### src/rtl/axi_wr_arbiter_pkg.sv
// ---------------------------------------------------------------------------
// axi_wr_arbiter_pkg
// Shared definitions for the AXI interconnect arbiters (write side and read
// side): sequencer state encodings and one-hot grant constants.
// No ports; imported with "import axi_wr_arbiter_pkg::*;".
// ---------------------------------------------------------------------------
package axi_wr_arbiter_pkg;

  typedef enum logic [1:0] {
    ST_IDLE = 2'd0,
    ST_XFER = 2'd1,
    ST_RESP = 2'd2
  } arb_state_e;

  localparam logic [2:0] GNT_NONE = 3'b000;
  localparam logic [2:0] GNT_M0   = 3'b001;
  localparam logic [2:0] GNT_M1   = 3'b010;
  localparam logic [2:0] GNT_M2   = 3'b100;

endpackage : axi_wr_arbiter_pkg

### src/rtl/axi_wr_arbiter_rr_pick3.sv
// ---------------------------------------------------------------------------
// axi_rr_pick3
// Combinational 3-way round-robin picker. Returns the first requester after
// the previously granted master, scanning m0 -> m1 -> m2 -> m0.
// Ports:
//   req  [2:0] in   request vector {m2,m1,m0}
//   last [2:0] in   one-hot previous grant; anything not one-hot acts as m2
//   pick [2:0] out  one-hot winner, 3'b000 when nothing requests
// ---------------------------------------------------------------------------
module axi_rr_pick3
  import axi_wr_arbiter_pkg::*;
(
  input  logic [2:0] req,
  input  logic [2:0] last,
  output logic [2:0] pick
);

  always_comb begin
    pick = GNT_NONE;
    case (last)
      GNT_M0: begin
        if (req[1])      pick = GNT_M1;
        else if (req[2]) pick = GNT_M2;
        else if (req[0]) pick = GNT_M0;
      end
      GNT_M1: begin
        if (req[2])      pick = GNT_M2;
        else if (req[0]) pick = GNT_M0;
        else if (req[1]) pick = GNT_M1;
      end
      // GNT_M2 and the reset value land here, so m0 has first priority.
      default: begin
        if (req[0])      pick = GNT_M0;
        else if (req[1]) pick = GNT_M1;
        else if (req[2]) pick = GNT_M2;
      end
    endcase
  end

endmodule : axi_rr_pick3

### src/rtl/axi_wr_arbiter.sv
// ---------------------------------------------------------------------------
// axi_wr_arbiter
// Round-robin arbiter and transaction sequencer for a 3-master AXI write
// channel mux. A grant is held from AW acceptance through the B handshake;
// the W burst length is checked against awlen and a watchdog releases
// stalled transactions.
// Parameters:
//   TIMEOUT_CYCLES  handshake-free cycles before forced release (0 = off)
//   TO_WIDTH        watchdog counter width, 2**TO_WIDTH > TIMEOUT_CYCLES
// Ports:
//   sys_clk, sys_rst        clock, asynchronous active-high reset
//   m_awvalid[2:0]          raw awvalid of masters {m2,m1,m0}
//   s_awvalid, s_awlen      muxed AW valid / length
//   m_awready               slave awready
//   s_wvalid, s_wlast       muxed W valid / last
//   m_wready                slave wready
//   m_bvalid, s_bready      slave bvalid, muxed bready
//   wr_grant[2:0]           registered one-hot mux select
//   busy                    sequencer not idle
//   len_err                 1-cycle pulse: beat count != awlen+1
//   timeout_err             1-cycle pulse: watchdog forced release
// ---------------------------------------------------------------------------
module axi_wr_arbiter
  import axi_wr_arbiter_pkg::*;
#(
  parameter int TIMEOUT_CYCLES = 1024,
  parameter int TO_WIDTH       = 11
) (
  input  logic       sys_clk,
  input  logic       sys_rst,
  input  logic [2:0] m_awvalid,
  input  logic       s_awvalid,
  input  logic [7:0] s_awlen,
  input  logic       m_awready,
  input  logic       s_wvalid,
  input  logic       s_wlast,
  input  logic       m_wready,
  input  logic       m_bvalid,
  input  logic       s_bready,
  output logic [2:0] wr_grant,
  output logic       busy,
  output logic       len_err,
  output logic       timeout_err
);

  localparam bit                WD_ENABLE = (TIMEOUT_CYCLES != 0);
  localparam logic [TO_WIDTH-1:0] TO_LAST = TO_WIDTH'(TIMEOUT_CYCLES - 1);

  arb_state_e          state_q, state_d;
  logic [2:0]          grant_q, grant_d;
  logic [2:0]          last_grant_q, last_grant_d;
  logic                aw_done_q, aw_done_d;
  logic                w_done_q, w_done_d;
  logic                w_extra_q, w_extra_d;
  logic [8:0]          beat_cnt_q, beat_cnt_d;
  logic [8:0]          final_cnt_q, final_cnt_d;
  logic [7:0]          len_q, len_d;
  logic [TO_WIDTH-1:0] to_cnt_q, to_cnt_d;

  logic       aw_hs, w_hs, b_hs, any_hs;
  logic       wd_fire;
  logic [2:0] pick;

  // Locals of the next-state process, given defaults on entry.
  logic       aw_now, aw_set, w_set, extra_eff;
  logic [7:0] len_eff;
  logic [8:0] cnt_eff;

  assign aw_hs  = s_awvalid & m_awready;
  assign w_hs   = s_wvalid & m_wready;
  assign b_hs   = m_bvalid & s_bready;
  assign any_hs = aw_hs | w_hs | b_hs;

  // Terminal count with no handshake this cycle. A handshake landing on the
  // terminal cycle (notably b_hs) keeps the transaction alive.
  assign wd_fire = WD_ENABLE && (to_cnt_q == TO_LAST) && !any_hs;

  axi_rr_pick3 u_pick (
    .req  (m_awvalid),
    .last (last_grant_q),
    .pick (pick)
  );

  always_comb begin
    state_d      = state_q;
    grant_d      = grant_q;
    last_grant_d = last_grant_q;
    aw_done_d    = aw_done_q;
    w_done_d     = w_done_q;
    w_extra_d    = w_extra_q;
    beat_cnt_d   = beat_cnt_q;
    final_cnt_d  = final_cnt_q;
    len_d        = len_q;
    to_cnt_d     = to_cnt_q;
    len_err      = 1'b0;
    timeout_err  = 1'b0;
    aw_now       = 1'b0;
    aw_set       = 1'b0;
    w_set        = 1'b0;
    extra_eff    = 1'b0;
    len_eff      = len_q;
    cnt_eff      = final_cnt_q;

    // Watchdog runs only while a master holds the bus.
    if (state_q != ST_IDLE) begin
      if (any_hs || !WD_ENABLE) to_cnt_d = '0;
      else                      to_cnt_d = to_cnt_q + TO_WIDTH'(1);
    end

    case (state_q)
      ST_IDLE: begin
        if (m_awvalid != 3'b000) begin
          grant_d    = pick;
          state_d    = ST_XFER;
          aw_done_d  = 1'b0;
          w_done_d   = 1'b0;
          w_extra_d  = 1'b0;
          beat_cnt_d = '0;
          to_cnt_d   = '0;
        end
      end

      ST_XFER: begin
        // Only the first AW handshake of a grant defines the burst.
        aw_now = aw_hs & ~aw_done_q;
        if (aw_now) begin
          len_d     = s_awlen;
          aw_done_d = 1'b1;
        end

        if (w_hs) begin
          if (w_done_q) begin
            // Beats past wlast are not counted but poison the length check.
            w_extra_d = 1'b1;
          end else begin
            beat_cnt_d = beat_cnt_q + 9'd1;
            if (s_wlast) begin
              w_done_d    = 1'b1;
              final_cnt_d = beat_cnt_q + 9'd1;
            end
          end
        end

        // Use this cycle's handshake values where the registers are not yet
        // loaded, so the check works whichever channel finishes last.
        aw_set    = aw_done_q | aw_now;
        w_set     = w_done_q | (w_hs & s_wlast);
        len_eff   = aw_done_q ? len_q : s_awlen;
        cnt_eff   = w_done_q ? final_cnt_q : (beat_cnt_q + 9'd1);
        extra_eff = w_extra_q | (w_hs & w_done_q);

        if (aw_set && w_set) begin
          // Reaching here needs a handshake this cycle, so the watchdog
          // cannot fire alongside len_err.
          state_d = ST_RESP;
          len_err = extra_eff || (cnt_eff != ({1'b0, len_eff} + 9'd1));
        end else if (wd_fire) begin
          timeout_err  = 1'b1;
          grant_d      = GNT_NONE;
          last_grant_d = grant_q;
          state_d      = ST_IDLE;
        end
      end

      ST_RESP: begin
        if (b_hs) begin
          grant_d      = GNT_NONE;
          last_grant_d = grant_q;
          state_d      = ST_IDLE;
        end else if (wd_fire) begin
          timeout_err  = 1'b1;
          grant_d      = GNT_NONE;
          last_grant_d = grant_q;
          state_d      = ST_IDLE;
        end
      end

      default: begin
        grant_d = GNT_NONE;
        state_d = ST_IDLE;
      end
    endcase
  end

  always_ff @(posedge sys_clk or posedge sys_rst) begin
    if (sys_rst) begin
      state_q      <= ST_IDLE;
      grant_q      <= GNT_NONE;
      last_grant_q <= GNT_M2;
      aw_done_q    <= 1'b0;
      w_done_q     <= 1'b0;
      w_extra_q    <= 1'b0;
      beat_cnt_q   <= '0;
      final_cnt_q  <= '0;
      len_q        <= '0;
      to_cnt_q     <= '0;
    end else begin
      state_q      <= state_d;
      grant_q      <= grant_d;
      last_grant_q <= last_grant_d;
      aw_done_q    <= aw_done_d;
      w_done_q     <= w_done_d;
      w_extra_q    <= w_extra_d;
      beat_cnt_q   <= beat_cnt_d;
      final_cnt_q  <= final_cnt_d;
      len_q        <= len_d;
      to_cnt_q     <= to_cnt_d;
    end
  end

  assign wr_grant = grant_q;
  assign busy     = (state_q != ST_IDLE);

endmodule : axi_wr_arbiter

### config.mk
export PLATFORM = sky130hd
export DESIGN_NAME = axi_wr_arbiter
export DESIGN_NICKNAME = d
export VERILOG_FILES = /design/src/rtl/axi_wr_arbiter_pkg.sv /design/src/rtl/axi_wr_arbiter_rr_pick3.sv /design/src/rtl/axi_wr_arbiter.sv
export SDC_FILE = /design/constraint.sdc
export NUM_CORES = 1
export LEC_CHECK = 0
export BUFFER_PORTS_ARGS = -buffer_cell sky130_fd_sc_hd__buf_2
export CAP_MARGIN = 20
export CORE_MARGIN = 10
export CORE_UTILIZATION = 65
export CTS_CLUSTER_DIAMETER = 50
export DETAILED_ROUTE_END_ITERATION = 8
export GPL_TIMING_DRIVEN = 1
export HOLD_SLACK_MARGIN = 0.12
export PLACE_DENSITY_LB_ADDON = 0.25
export SYNTH_ARGS = -nofsm -noshare
export SYNTH_HDL_FRONTEND = slang
export SYNTH_SLANG_ARGS = --single-unit
### constraint.sdc
create_clock -name sys_clk -period 6.1 [get_ports sys_clk]
set_input_delay 0.305 -clock sys_clk [delete_from_list [all_inputs] [get_ports sys_clk]]
set_output_delay 0.305 -clock sys_clk [all_outputs]
set_load 0.01 [all_outputs]
==> flow_summary.yaml, run 1 <==
final_layout:
  nNetsFinal: 386
  stdcell_area_um2: 3380
  layoutNonFillerInstCount: 414
  layout-drive-gt1-share_pct: 17.2
  final_common_cell: "dfrtp_1"
  antenna_cells: 0
  area_growth_pct: 9.36
  mostFrequentLayoutCells: "dfrtp_1 (47), nand2_1 (35), nor2_1 (34), o21ai_0 (34), buf_2 (25)"
timing:
  slew_headroom_pct: 43.6
  final.min_clock_period_ns: 3.59
  fin_crit_sh_pct: 58.8
  hold_viol: 0
  drv_slew: 0
  setup_tns_ns: 0
  max_freq_ghz: 0.279
  rsz0062_at_grt: "no"
  setup_violations: 0
  worst_pin_slew_ns: 0.843
  skew_ns: 0.00799
cts:
  clockBufferDepth: 2
  cts_tree: "done"
  ctsResizeCount: 0
  cts.sinks: 48
  cts_buffers: 5
  htreeDepth: 2
  clk_latency_ns: 0.31
  cts_post_setup_buffers_inserted: 0
  root_buffer: "clkbuf_8"
  path_clk_slew_ns: 0.09
synth:
  yosysSeqAreaShare_pct: 38.9
  synth.top_cell.area_share_pct: 38.1
  ys_top_cells_by_area: "dfrtp_1 (38%), mux2_2 (6.9%), o21ai_0 (5.5%)"
  synth_ff_type: "dfrtp_1"
  avgSynthCellArea_um2: 9.19
  synthCells: 336
  synth_cell_type_count: 57
  ys_seq_elements: 48
  synth_top_area_cell: "dfrtp_1"
  netlist_area_um2: 3090
  synth_nets: 363
  yosysWarningCount: 0
  synth_edf_count: 0
  async_flop_share_pct: 100
setup_path:
  crit_fanout: 22
  r2r-start: "state_q[0]"
  cp_cell_sequence: "mux2_2, ha_1, xor2_1, nor2_1, a31oi_1, or4_1, nor4b_2, o211ai_1, buf_2"
  cp-startpoint: "aw_done_q"
  crit_path_top_delay_cell: "dfrtp_1"
  crit_required_ns: 5.79
  max_stage_delay_ns: 0.80
  reg2reg_depth: 8
  cp.arrival_ns: 3.28
  timing.rr.end: "beat_cnt_q[8]"
  r2r_setup_slack_ns: 3.55
  critPathLaunchType: "flop"
  path_class: "reg -> out"
  endpoint_kind: "output port"
flow_run:
  cap_viol_max_count: 0
floorplanning:
  num_rows: 25
  die_width_um: 88.9
  start_util_pct: 66.3
  coreArea_um2: 4660
  pin_count: 26
  dieArea_um2: 7910
  die_y_um: 88.9
route:
  wl_um: 7100
  drtIter0Drc: 225
  wl_per_cell_um: 17.1
  antenna_left: 0
  vias: 2647
  firstDrtPassIters: 4
  drc_errors: 0
  vias_per_cell: 6.39
global_routing:
  grt_pass1_wl_um: 12100
  track_usage_pct: 18.8
  grt_start_max_net_pins: 49
  antenna_found_initial: 0
  grt_pass1_vias: 2646
  gr-total-overflow: 0
place:
  place_hpwl_um: 5230
  dp_cells: 404
  portBuffers: 25
  placed_area_um2: 3230
  place_congestion: 0.836
power_and_ir_drop:
  powerDensity_nw_per_um2: 388
  p_leak_nw: 1.49
  max-vdd-ir-drop_mv: 0.295
outcome:
  outcome: "completed"
hold_path:
  hold_path.class: "in -> reg"
  whs_endpoint: "len_q[7]"
  hold_depth: 2
  hold_start: "s_awlen[7]"
## power by group
group          switching [mW]  internal [mW]
registers               0.109          0.408
clock network           0.116          0.134
logic                   0.289          0.255
total                   0.514          0.798
## worst max-delay path by stage
stage,endpoint,slack (ns),cells after the start
3_3_place_gp,len_err,2.95,9
4_1_cts,len_err,2.53,9
3_5_place_dp,len_err,2.87,9
6_report,len_err,2.51,9
5_1_grt,len_err,2.26,9
2_1_floorplan,len_err,3.28,10
## worst max-delay path: cells and delay by family (launching register included)
kind	cells	cell delay [ns]
AOI/OAI and AO/OA	2	0.16
xor gates and xnor gates	1	0.15
adders and majority gates	1	0.34
buffers and inverters	1	0.15
DFF	1	0.80
muxes	1	0.44
and+or+nand+nor	3	0.94
## final cells by class
| type | count | area (µm²) |
|---|---|---|
| Multi-Input combinational cell | 269 | 1800 |
| Fill cell | 335 | 1280 |
| Sequential cell | 48 | 1200 |
| Timing Repair Buffer | 27 | 155 |
| Clock buffer | 6 | 82.6 |
| Tap cell | 54 | 67.6 |
| Clock inverter | 2 | 38.8 |
| Inverter | 8 | 30.0 |
## layer usage
| metal | wire length [µm] | global-route usage, % | vias up |
|---|---|---|---|
| met2 | 3580 | 32.2 | 51 |
| met4 | 80 | 6.21 | 0 |
| li1 | - | - | 1287 |
| met1 | 3130 | 23.0 | 1301 |
| met5 | 0 | 0 | - |
| met3 | 310 | 3.92 | 8 |
## cell families (layout without fill, tap and decap cells)
group | count (synthesis) | after routing | share of synthesized area (%)
adder cells (fa/ha/maj) | 7 | 7 | 2.84
AND/OR/NAND/NOR | 130 | 130 | 22.4
buffers and inverters | 19 | 43 | 2.75
XOR/XNOR | 17 | 17 | 5.71
multiplexers | 28 | 28 | 9.88
flip-flops | 48 | 48 | 38.9
AO/OA/AOI/OAI | 87 | 87 | 17.5
## flip-flops by register name (all words and copies together) (netlist names)
signal,flops
final_cnt_q,9
last_grant_q,3
state_q,2
beat_cnt_q,9
w_extra_q,1
w_done_q,1
aw_done_q,1
to_cnt_q,11
wr_grant,3
len_q,8
## stage by stage
step	hold slack, ns	power (mW)	setup slack [ns]	utilization (%)
finish	0.246	1.31	2.51	72.5
global route	0.256	1.42	2.26	72.5
CTS	0.248	1.31	2.53	71.8
detailed placement	0.502	1.06	2.87	69.2
global placement	0.490	1.04	2.95	69.2
floorplan	0.444	0.931	3.28	-
## what timing repair did
action                                  in CTS  in global routing
hold buffers                                 0                  1
endpoints found under the setup margin       0                  0
hold endpoints to repair                     0                  6
## cell usage after synthesis, types with 5 or more instances
library cell and n:
a21oi_1 14, a31oi_1 8, buf_2 5, dfrtp_1 47, ha_1 7, inv_1 7
mux2_2 19, mux2i_1 8, nand2_1 35, nand3_1 12, nand4_1 6, nor2_1 34
nor2b_1 6, nor3_1 6, o21ai_0 34, o31ai_1 5, xnor2_1 8, xor2_1 7
Power figures use the tool's default switching activity.
==> run 2, diff against run 1 <==
- ABC_AREA: not set -> 1
- CORE_UTILIZATION: 65 -> 60
- clock period: 6.1 -> 3.6 ns (I/O delays scaled with it)
==> flow_summary.yaml, run 2 <==
setup_path:
  crit_path_top_delay_cell: "dfrtp_1"
  endpoint_kind: "output port"
  worstSetupEndpoint: "len_err"
  crit_fanout: 19
  cp-startpoint: "aw_done_q"
  crit_required_ns: 3.42
  max_stage_delay_ns: 0.68
  r2r-start: "state_q[0]"
  timing.rr.end: "beat_cnt_q[6]"
  reg2reg_depth: 10
  path_class: "reg -> out"
  cp_cell_sequence: "inv_2, nand2_1, nand2_1, ha_1, or2_2, nand3_1, nor2_1, nand2_1, nor2_1, nand3_1, nor2_1, nor2_1, buf_2"
  r2r_setup_slack_ns: 1.32
  critPathLaunchType: "flop"
  crit_top_cell: "nor2_1"
  cp.arrival_ns: 2.59
power_and_ir_drop:
  power_switching_mw: 1.12
  combPwrFrac_pct: 49.1
  max-vdd-ir-drop_mv: 0.281
  powerDensity_nw_per_um2: 696
  fin_total_pwr_mw: 2.42
  intPower_mw: 1.31
  clkPwrFrac_pct: 14.1
  p_leak_nw: 1.81
  switching_share_pct: 46.1
  p_seq_share_pct: 36.8
floorplanning:
  die_y_um: 92.9
  pin_count: 26
  num_rows: 26
  start_util_pct: 62.0
  dieArea_um2: 8630
  die_width_um: 92.9
  coreArea_um2: 5140
final_layout:
  final_common_cell: "nand2_1"
  stdcell_area_um2: 3480
  nNetsFinal: 512
  biggestRegsByFlops: "to_cnt_q x11, beat_cnt_q x9, final_cnt_q x9"
  regMostFlops: "to_cnt_q"
  antenna_cells: 0
  layout-drive-gt1-share_pct: 12.6
  mostFrequentLayoutCells: "nand2_1 (156), inv_1 (61), dfrtp_1 (47), nand3_1 (38), nor2_1 (28)"
  area_growth_pct: 9.18
  largest_reg_flops: 11
  layoutNonFillerInstCount: 555
global_routing:
  gr-total-overflow: 0
  antenna_found_initial: 0
  grt_start_max_net_pins: 49
  track_usage_pct: 16.1
  grt_pass1_vias: 2673
  grt_pass1_wl_um: 11700
synth:
  yosysWarningCount: 0
  synth_top_family_by_area: "simple AND/OR/NAND/NOR gates"
  yosysSeqAreaShare_pct: 37.7
  synth_cell_type_count: 41
  synth_nets: 486
  avgSynthCellArea_um2: 6.95
  synth-xor-area-share_pct: 1.37
  synthSimpleGateAreaFrac_pct: 35.7
  synth_top_area_cell: "dfrtp_1"
  netlist_area_um2: 3190
  synth.top_cell.area_share_pct: 36.9
  muxShareOfSynthArea_pct: 0.353
  synth_ff_type: "dfrtp_1"
  ys_top_cells_by_count: "nand2_1 (156), inv_1 (62), dfrtp_1 (47), nand3_1 (38), nor2_1 (28)"
  async_flop_share_pct: 100
  synth_fa_ha_area_share_pct: 2.75
  synth_compound_area_share_pct: 12.2
  synth_edf_count: 0
  ys_top_cells_by_area: "dfrtp_1 (37%), nand2_1 (18%), inv_1 (7.3%)"
  synthCells: 459
  synth.most_common_cell: "nand2_1"
  ys_seq_elements: 48
route:
  wl_per_cell_um: 12.4
  drc_errors: 0
  firstDrtPassIters: 5
  vias: 2913
  drtIter0Drc: 118
  wl_um: 6880
  vias_per_cell: 5.25
  antenna_left: 0
place:
  place_congestion: 0.891
  dp_cells: 545
  place_hpwl_um: 5120
  placed_area_um2: 3340
  portBuffers: 25
timing:
  hold_viol: 0
  slew_headroom_pct: 59.9
  setup_violations: 0
  worst_pin_slew_ns: 0.599
  skew_ns: 0.00695
  rsz0062_at_grt: "no"
  final.min_clock_period_ns: 2.77
  max_freq_ghz: 0.362
  setup_tns_ns: 0
  drv_slew: 0
  fin_crit_sh_pct: 76.8
hold_path:
  hold_path.class: "in -> reg"
cts:
  clk_latency_ns: 0.30
  root_buffer: "clkbuf_8"
  htreeDepth: 2
  cts.sinks: 48
  ctsHoldBuffers: 1
  path_clk_slew_ns: 0.09
  ctsResizeCount: 0
  cts_buffers: 5
  clockBufferDepth: 2
  cts_tree: "done"
  cts_post_setup_buffers_inserted: 0
outcome:
  outcome: "completed"
flow_run:
  cap_viol_max_count: 0
[run 2: stage by stage]
step                hold WS (ns)  setup WS, ns  util, %
finish                     0.145         0.835     67.7
global route               0.153         0.501     67.7
CTS                        0.134         0.842     67.1
detailed placement         0.435          1.19     65.1
global placement           0.437          1.26     65.1
floorplan                  0.318          1.64        -
[run 2: layout make-up]
| class | count | area [µm²] |
|---|---|---|
| clock buffer | 7 | 96.3 |
| multi-input combinational | 335 | 1670 |
| inverter | 66 | 250 |
| fill | 472 | 1660 |
| tap | 70 | 87.6 |
| sequential | 48 | 1200 |
| timing repair buffer | 29 | 173 |
[run 2: per-layer routing]
layer	global-route usage [%]	part of all wire (%)	vias up
met5	0	0	-
met4	4.88	1.3	0
met3	3.87	4.8	8
met2	26.7	47	74
met1	20.3	47	1308
li1	-	-	1523
[run 2: power groups by stage]
| stage | logic (mW) | registers (mW) | clock network, mW |
|---|---|---|---|
| 3_5_place_dp | 1.17 | 0.896 | 0 |
| 2_1_floorplan | 0.977 | 0.837 | 0 |
| 4_1_cts | 1.18 | 0.888 | 0.354 |
| 3_3_place_gp | 1.13 | 0.892 | 0 |
| 5_1_grt | 1.38 | 0.916 | 0.372 |
| 6_report | 1.19 | 0.891 | 0.343 |
[run 2: worst max-delay path: cells and delay by family, from the launching register on]
family | cells | cell delay, ns
simple gates | 10 | 0.95
flops | 1 | 0.68
buf+inv | 2 | 0.35
fa+ha+maj | 1 | 0.30
[run 2: cells by family after synthesis]
| kind of cell | after synthesis |
|---|---|
| AND/OR/NAND/NOR | 252 |
| buffers and inverters | 76 |
| AO/OA/AOI/OAI | 70 |
| flip-flops | 48 |
| adder cells (fa/ha/maj) | 7 |
| XOR/XNOR | 5 |
| multiplexers | 1 |
[run 2: how the worst min path moves through the flow]
stage,from,end,slack (ns),cells past startpoint
floorplan,s_wlast,w_done_q,0.32,2
global placement,s_awlen[1],len_q[1],0.44,2
detailed placement,s_awlen[1],len_q[1],0.44,2
CTS,s_wlast,w_done_q,0.13,3
global route,s_awlen[7],len_q[7],0.15,3
finish,s_wlast,w_done_q,0.15,3
==> run 3, diff against run 2 <==
- clock period: 3.6 -> 2.7 ns (I/O delays scaled with it)
==> flow_summary.yaml, run 3 (synthesis gave the netlist of run 2 again) <==
outcome:
  outcome: "completed"
final_layout:
  regArea_um2: 1200
  biggestRegsByFlops: "to_cnt_q x11, beat_cnt_q x9, final_cnt_q x9"
  nNetsFinal: 521
  stdcell_area_um2: 3560
  area_growth_pct: 11.6
  antenna_cells: 0
  fillers: 459
  mostFrequentLayoutCells: "nand2_1 (156), inv_1 (61), dfrtp_1 (47), nand3_1 (38), nor2_1 (28)"
  largest_reg_flops: 11
  regMostFlops: "to_cnt_q"
  layout-drive-gt1-share_pct: 13.1
  final_common_cell: "nand2_1"
  multiInputGateArea_um2: 1670
floorplanning:
  pin_count: 26
  start_util_pct: 62.0
  num_rows: 26
  dieArea_um2: 8630
  die_y_um: 92.9
  coreArea_um2: 5140
  die_width_um: 92.9
setup_path:
  crit_fanout: 15
  crit_path_top_delay_cell: "dfrtp_1"
  path_class: "reg -> out"
  timing.rr.end: "beat_cnt_q[4]"
  crit_top_cell: "nand2_1"
  worst-path-stages: 16
  r2r_setup_slack_ns: 0.60
  r2r-start: "state_q[0]"
  critPathTopFamily: "simple AND/OR/NAND/NOR gates"
  max_stage_delay_ns: 0.43
  reg2reg_depth: 8
  endpoint_kind: "output port"
  crit_required_ns: 2.57
  cp.arrival_ns: 2.31
  critPathBufInv: 3
  critPathLaunchType: "flop"
  cp_cell_sequence: "buf_4, nand2_1, nand2_1, ha_1, nand3_1, nor2_1, nand2_1, nand2_1, nand2_1, nand2_1, inv_1, nor2_1, nand3_1, nor2_1, nor2_1, buf_2"
global_routing:
  track_usage_pct: 17.0
  gr-total-overflow: 0
  grt_pass1_vias: 2778
  grt_pass1_wl_um: 12400
  antenna_found_initial: 0
  grt_start_max_net_pins: 49
timing:
  skew_ns: 0.00532
  worst_pin_slew_ns: 0.625
  hold_viol: 0
  hold_ws_ns: 0.129
  setup_violations: 0
  rsz0062_at_grt: "no"
  drv_slew: 0
  setup_tns_ns: 0
  slew_headroom_pct: 58.2
  fin_crit_sh_pct: 90.6
  max_freq_ghz: 0.409
  final.min_clock_period_ns: 2.44
power_and_ir_drop:
  p_leak_nw: 1.85
  combPwrFrac_pct: 50.8
  switching_share_pct: 46.2
  max-vdd-ir-drop_mv: 0.428
  p_seq_share_pct: 35.2
  intPower_mw: 1.75
  power_switching_mw: 1.50
  powerDensity_nw_per_um2: 913
  clkPwrFrac_pct: 14.0
cts:
  clk_latency_ns: 0.30
  cts_post_setup_buffers_inserted: 0
  cts.sinks: 48
  htreeDepth: 2
  root_buffer: "clkbuf_8"
  cts_tree: "done"
  cts_buffers: 5
  clockBufferDepth: 2
  path_clk_slew_ns: 0.09
route:
  vias_per_cell: 5.22
  drtIter0Drc: 156
  drc_errors: 0
  wl_per_cell_um: 12.4
  wl_um: 7030
  antenna_left: 0
  vias: 2951
  firstDrtPassIters: 4
hold_path:
  hold_path.class: "in -> reg"
  hold_depth: 3
  hold_start: "s_awlen[6]"
  whs_endpoint: "len_q[6]"
place:
  place_hpwl_um: 5290
  portBuffers: 25
  place_congestion: 0.855
  placed_area_um2: 3370
flow_run:
  cap_viol_max_count: 0
-- run 3: cell count changes in the layout (fill, tap and decap cells not counted) --
cell           previous run  this run
clkinvlp_4                0         1
clkbuf_8                  7         6
buf_4                     1         5
dlygate4sd3_1             2         7
clkbuf_1                  0         1
-- run 3: layout make-up --
cell class | count | area share, %
multi-input combinational | 335 | 47.0
timing repair buffer | 38 | 7.10
inverter | 66 | 7.03
clock inverter | 1 | 0.211
sequential | 48 | 33.8
clock buffer | 7 | 2.43
tap | 70 | 2.46
-- run 3: what timing repair did --
action / 4_1_cts / 5_1_grt
endpoints found under the setup margin: 0 / 0
endpoints found under the hold margin: 53 / 0
hold buffers: 7 / 0
gates resized for setup: 0 / 0
-- run 3: worst max-delay path by stage --
stage | endpoint | startpoint
floorplan | len_err | aw_done_q
global placement | len_err | aw_done_q
detailed placement | len_err | aw_done_q
CTS | len_err | aw_done_q
global route | len_err | aw_done_q
finish | len_err | aw_done_q
-- run 3: per-stage QoR --
| stage | worst slack, ns | util [%] | power (mW) | std cells |
|---|---|---|---|---|
| after global routing | 0.0390 | 69.2 | 3.59 | 565 |
| after global placement | 0.655 | 65.7 | 2.72 | 549 |
| after CTS | 0.235 | 68.8 | 3.25 | 564 |
| after detailed placement | 0.584 | 65.7 | 2.78 | 549 |
| final | 0.255 | 69.2 | 3.25 | 565 |
| after floorplan | 0.783 | - | 2.42 | 459 |
-- run 3: routing by layer --
layer  vias up  GRT usage [%]  part of all wire (%)
met2        54           27.6                    47
met1      1335           21.4                    47
li1       1550              -                     -
met5         -              0                     0
met3        12           4.04                   4.6
met4         0           6.30                   1.7
-- run 3: power groups by stage --
stage                     Clock, mW  Combinational [mW]  Sequential, mW
after floorplan                   0                1.30            1.12
after detailed placement          0                1.63            1.16
after global placement            0                1.58            1.14
after CTS                     0.467                1.64            1.14
after global routing          0.496                1.91            1.18
final                         0.454                1.65            1.15
-- run 3: worst min-delay path: stages --
cell	delay, ns
buf_2	0.09
inv_1	0.07
o21ai_0	0.09
